==> src/rtl/tim_reg_pkg.sv <==
// Shared timer register map.
//   TIER_ADDR / TISR_ADDR : register offsets on the timer register bus
//   INT_ST_BIT, OVF_BIT, EVT_CNT_LSB : TISR field positions
package tim_reg_pkg;

  localparam logic [11:0] TIER_ADDR = 12'h14;
  localparam logic [11:0] TISR_ADDR = 12'h18;

  localparam int unsigned INT_ST_BIT  = 0;
  localparam int unsigned OVF_BIT     = 1;
  localparam int unsigned EVT_CNT_LSB = 8;

endpackage

==> src/rtl/rise_det.sv <==
// One-flop rising-edge detector.
//   clk  : clock
//   rst  : synchronous active-high reset, loads the delay flop with RST_VAL
//   d    : level input, synchronous to clk
//   rise : d & ~d_q (combinational)
module rise_det #(
  parameter logic RST_VAL = 1'b0
) (
  input  logic clk,
  input  logic rst,
  input  logic d,
  output logic rise
);

  logic d_q;

  always_ff @(posedge clk) begin
    if (rst) d_q <= RST_VAL;
    else     d_q <= d;
  end

  assign rise = d & ~d_q;

endmodule

==> src/rtl/tisr_int_gen.sv <==
// Timer interrupt status (TISR) and interrupt generation.
// Records rising edges of cnt_match as a sticky W1C status flag, an
// overflow flag and a saturating event counter; drives the registered
// interrupt line gated by the TIER enable bit.
//   clk, rst  : clock, synchronous active-high reset
//   wr_data   : register write data (bit0 clears int_st, bit1 clears ovf)
//   addr      : register address
//   wr_en     : register write strobe
//   int_en    : TIER enable bit
//   cnt_match : compare-match level from timer core
//   rd_data   : TISR contents
//   tim_int   : interrupt request, registered
module tisr_int_gen
  import tim_reg_pkg::*;
#(
  parameter logic [11:0] TISR_ADDR = tim_reg_pkg::TISR_ADDR,
  parameter int unsigned CNT_W     = 8
) (
  input  logic        clk,
  input  logic        rst,
  input  logic [31:0] wr_data,
  input  logic [11:0] addr,
  input  logic        wr_en,
  input  logic        int_en,
  input  logic        cnt_match,
  output logic [31:0] rd_data,
  output logic        tim_int
);

  localparam logic [CNT_W-1:0] EVT_MAX = '1;

  logic             rise;
  logic             wsel;
  logic             clr0;
  logic             clr1;
  logic             int_st;
  logic             ovf;
  logic [CNT_W-1:0] evt_cnt;
  logic             unused_wr_data;

  // Delay flop resets to 1 so a match held high across reset release
  // is not counted as an event.
  rise_det #(
    .RST_VAL (1'b1)
  ) u_rise_det (
    .clk  (clk),
    .rst  (rst),
    .d    (cnt_match),
    .rise (rise)
  );

  assign wsel = wr_en & (addr == TISR_ADDR);
  assign clr0 = wsel & wr_data[INT_ST_BIT];
  assign clr1 = wsel & wr_data[OVF_BIT];

  assign unused_wr_data = ^wr_data[31:2];

  always_ff @(posedge clk) begin
    if (rst) begin
      int_st  <= 1'b0;
      ovf     <= 1'b0;
      evt_cnt <= '0;
      tim_int <= 1'b0;
    end else begin
      // A new event wins over a simultaneous clear.
      if (rise)      int_st <= 1'b1;
      else if (clr0) int_st <= 1'b0;

      if (rise && int_st) ovf <= 1'b1;
      else if (clr1)      ovf <= 1'b0;

      // Clearing int_st also restarts the count; a same-cycle event is
      // counted as the first one of the new window.
      if (clr0)                           evt_cnt <= rise ? CNT_W'(1) : '0;
      else if (rise && evt_cnt != EVT_MAX) evt_cnt <= evt_cnt + 1'b1;

      tim_int <= int_st & int_en;
    end
  end

  always_comb begin
    rd_data                          = '0;
    rd_data[INT_ST_BIT]              = int_st;
    rd_data[OVF_BIT]                 = ovf;
    rd_data[EVT_CNT_LSB +: CNT_W]    = evt_cnt;
  end

endmodule

==> config.mk <==
export PLATFORM = sky130hd
export DESIGN_NAME = tisr_int_gen
export DESIGN_NICKNAME = d
export VERILOG_FILES = /design/src/rtl/tim_reg_pkg.sv /design/src/rtl/rise_det.sv /design/src/rtl/tisr_int_gen.sv
export SDC_FILE = /design/constraint.sdc
export NUM_CORES = 1
export LEC_CHECK = 0
export ABC_AREA = 1
export BUFFER_PORTS_ARGS = -buffer_cell sky130_fd_sc_hd__buf_2
export CORE_MARGIN = 2
export CORE_UTILIZATION = 39
export DETAILED_ROUTE_END_ITERATION = 6
export GPL_ROUTABILITY_DRIVEN = 0
export MAX_ROUTING_LAYER = met4
export PLACE_DENSITY = 0.89
export SLEW_MARGIN = 20
export SYNTH_ARGS = -nofsm -noshare
export SYNTH_HDL_FRONTEND = slang
export SYNTH_SLANG_ARGS = --single-unit
export TNS_END_PERCENT = 20
==> constraint.sdc <==
create_clock -name clk -period 2.65 [get_ports clk]
set_input_delay 0 -clock clk [delete_from_list [all_inputs] [get_ports clk]]
set_output_delay 0 -clock clk [all_outputs]
set_load 0.005 [all_outputs]
* After elaboration in Yosys (flattened, before gate mapping)
Cells that the tools add are included.
** Word-level totals
- Register bits after elaboration :: 12
** Operators by class
- $add $sub $neg :: 1
- Equality and inequality tests :: 2
- Muxes and demuxes :: 7
- Bitwise operators :: 6
- Reduce and logical (&&, ||, !) cells :: 5
** Operators by type and width (number)
- $mux 8 :: 2
- $eq 12x5->1 const B :: 1
- $add 8x1->8 const B :: 1
- $ne 8x8->1 const B :: 1
- $reduce_bool 2->1 :: 3
- $and 1x1->1 :: 5
- $mux 1 :: 5
- $logic_and 1x1->1 :: 2
- $not 1->1 :: 1

* Depth between registers and ports, before layout
- Depth after elaboration :: 5
- Gate-level depth with buffers :: 10

* Hierarchy
A second synthesis with hierarchy kept.
** Unflattened totals
- Cells, all modules :: 136
- Area, all modules :: 902.1 µm²
** Modules (own cells, without submodules)
- tisr_int_gen :: times used 1, cells each 131, area an instance 864.6 µm²
- rise_det :: times used 1, cells each 5, area an instance 37.5 µm²

* Least setup slack after synthesis
OpenSTA, ideal clock, no wires.
- Path kind :: reg-to-reg
- From :: reg evt_cnt[0]
- To :: reg evt_cnt[5]
- Arrival :: 1.132 ns
- Setup slack :: 1.405 ns
- Stages on the path, launching flop included :: 10
- Buffers on the path :: 0
- Period minus slack after synthesis :: 1.245 ns
- Path through :: dfxtp_1 ha_1 inv_1 nor2_2 nand2_2 nand2_4 nor2_1 nand2_1 nor2_1 nor2_1
** Between the ends
- Cells in the longest elaborated chain, start to end :: 3
** Ends and longest elaborated chain
- from (decl) :: RTL line tisr_int_gen.sv:38 : logic [CNT_W-1:0] evt_cnt;
- from (signal assigned) :: RTL line tisr_int_gen.sv:74 : if (clr0) evt_cnt <= rise ? CNT_W'(1) : '0;
- from (signal assigned) :: RTL line tisr_int_gen.sv:75 : else if (rise && evt_cnt != EVT_MAX) evt_cnt <= evt_cnt + 1'b1;
- $add 8x1->8 or $ne 8x8->1 (tied branches) :: RTL line tisr_int_gen.sv:75
- $mux 8 or $logic_and 1x1->1 (tied branches) :: RTL line tisr_int_gen.sv:75
- $mux 8 or $reduce_bool 2->1 (tied branches)
Several ways; a longest one is shown, not always the timed one. The select of a mux whose other input is x is not followed.
A chain may end at the register's enable or synchronous reset.

* Final worst setup path
- From :: reg evt_cnt[0]
- To :: reg evt_cnt[3]
The elaborated chain is that of the path after synthesis.

==> summary.txt <==
Synth Area per Inst = 6.72 um2
Hold WC Path Type = in2reg
clk_lat worst skew = 280 ps
sequential cell area fraction in the yosys report = 27.3%
worst path required time = 2830 ps
# diodes = 0
# port buffers = 29
die span in y = 51.5 um
Routed WL = 1620 um
commonest non-fill, non-tap cell in the layout = buf_2
initial antenna violation count = 0
Clk Tree Root Cell = clkbuf_4
setup TNS = 0 ps
final slew viol count = 0
Die Span X = 51.5 um
Power, Total = 352 uW
vias in the first global route = 723
number of remaining DRC errors = 0
Final Hold Fails = 0
global route overflow = 0
crit path DAT = 1580 ps
router iterations before antenna repair = 4
clock tree buffer depth = 2
Period minus WS final = 1400 ps
largest net degree at the start of global routing = 10
Yosys Warn Count = 0
Clock Skews = 2.59 ps
post-synthesis instance total = 131
Die Area = 0.00265 mm2
worst hold slack = 20.0 ps
post_cts resized = 0
Fmax = 712 MHz
io pins = 82
cts bufs inserted = 3
layout cells sized above 1 = 28.2%
Syn-to-layout area delta = 14.9%
Final nets = 215
PD cells = 347 mW/mm2
WL/cell = 8.50 um
final setup violating endpoints = 0
Rows = 17
peak supply drop = 0.211 mV
RSZ-0062 raised after global routing = no
synth unique cells = 23
clock transition at the registers of the reported paths = 70 ps
dpl hpwl = 1260 um
gr usage total = 13.8%
Crit Path Max Fanout = 6
crit start category = register
Crit. End Element = register
critical path class = reg2reg
Period Utilization, post-route = 53.0%
#FFs+latches synth = 12
commonest cells after routing, fill and taps aside = buf_2, nor2_1, nand2_1, conb_1, inv_1
TritonCTS clock tree = yes
maxcap violations = 0
final instance area = 0.00101 mm2
Placed Area = 960 um2
Initial Utilization = 40.6%
first-pass GRT wire length = 2680 um
Vias/cell = 4.18
clock sinks = 12
Leak = 0.000525 uW
Post-Syn Area = 881 um2
htree depth = 1
status = finished, final reports clean
initial DRC count = 16
Post-DRT Antenna Nets = 0
routed vias = 799
Core Footprint = 0.00217 mm2
-- worst max-delay path, stage by stage (launching register included) --
cell	delay [ps]
dfxtp_1	390
ha_1	170
inv_1	90
nor2_2	160
nand2_2	120
nand2_4	110
nand2_2	70
a21oi_1	130
nor2_1	50
-- synthesized netlist by cell type --
| cell type | instances | area share, % |
|---|---|---|
| nor2_2 | 4 | 2.8 |
| nor2_4 | 1 | 1.3 |
| o21ai_0 | 1 | 0.57 |
| nor3_2 | 1 | 1.1 |
| nand2_4 | 1 | 1.3 |
| ha_1 | 1 | 1.4 |
| conb_1 | 1 | 0.43 |
| dfxtp_1 | 12 | 27 |
| xor2_1 | 2 | 2.0 |
| or2_0 | 1 | 0.71 |
| nand3_2 | 1 | 1.1 |
| nor2_1 | 23 | 9.8 |
| inv_1 | 14 | 6.0 |
| nand3_1 | 10 | 5.7 |
| a21oi_1 | 2 | 1.1 |
| nor3_1 | 1 | 0.57 |
| o21ai_2 | 1 | 0.99 |
| nand4_1 | 2 | 1.4 |
| or2_1 | 1 | 0.71 |
| buf_4 | 24 | 20 |
| nand2_2 | 4 | 2.8 |
| a21oi_2 | 1 | 0.99 |
| nand2_1 | 22 | 9.4 |
-- flip-flops by register name, indices dropped and copies added, names as in the netlist --
signal / cells
evt_cnt: 8
int_st: 1
ovf: 1
tim_int: 1
u_rise_det.d_q: 1
-- area by class of cell --
class	instances	area (um2)
fill	236	1160
multi-input combinational	102	487
sequential	12	240
timing repair buffer	32	175
inverter	14	52.6
tap	28	35.0
clock buffer	3	22.5
-- final timing paths --
check,from,endpoint,slack (ps),cells after the start
hold reg to reg,ovf$_SDFFE_PP0P_,ovf$_SDFFE_PP0P_,470,2
setup / recovery,evt_cnt[0]$_SDFFE_PP0P_,evt_cnt[3]$_SDFFE_PP0P_,1250,8
hold / removal,wr_data[1],ovf$_SDFFE_PP0P_,20,4
setup reg to reg,evt_cnt[0]$_SDFFE_PP0P_,evt_cnt[3]$_SDFFE_PP0P_,1250,8
-- metal layers --
metal	vias to the layer above	part of all wire [%]	track usage [%]
met3	7	7.6	3.16
li1	421	-	-
met2	30	50	23.9
met1	341	39	13.6
met5	-	0	-
met4	0	3.6	9.65
-- logic make-up (layout without fill, tap and decap cells) --
logic type	Yosys count	after routing	share of synthesized area, %
other	1	22	0.426
XOR/XNOR	2	2	1.99
AND/OR/NAND/NOR	72	72	38.8
AO/OA/AOI/OAI	5	5	3.69
buffers and inverters	38	49	26.4
adder cells (fa/ha/maj)	1	1	1.42
flip-flops	12	12	27.3
-- per-stage QoR --
stage	std cells	utilization (%)	setup WS, ps
2_1_floorplan	152	-	1400
3_3_place_gp	185	44.2	1320
3_5_place_dp	185	44.2	1310
4_1_cts	191	46.7	1250
5_1_grt	191	46.7	1130
6_report	191	46.7	1250
-- timing repair --
item	in CTS	in global routing
hold endpoints to repair	3	0
hold buffers	3	0
setup buffers	0	0
-- report_power, final --
| group | internal [uW] | switching (uW) | total, uW |
|---|---|---|---|
| logic | 21.5 | 29.7 | 51.2 |
| registers | 183 | 2.70 | 186 |
| clock network | 52.8 | 61.4 | 114 |
Power figures use the tool's default switching activity.
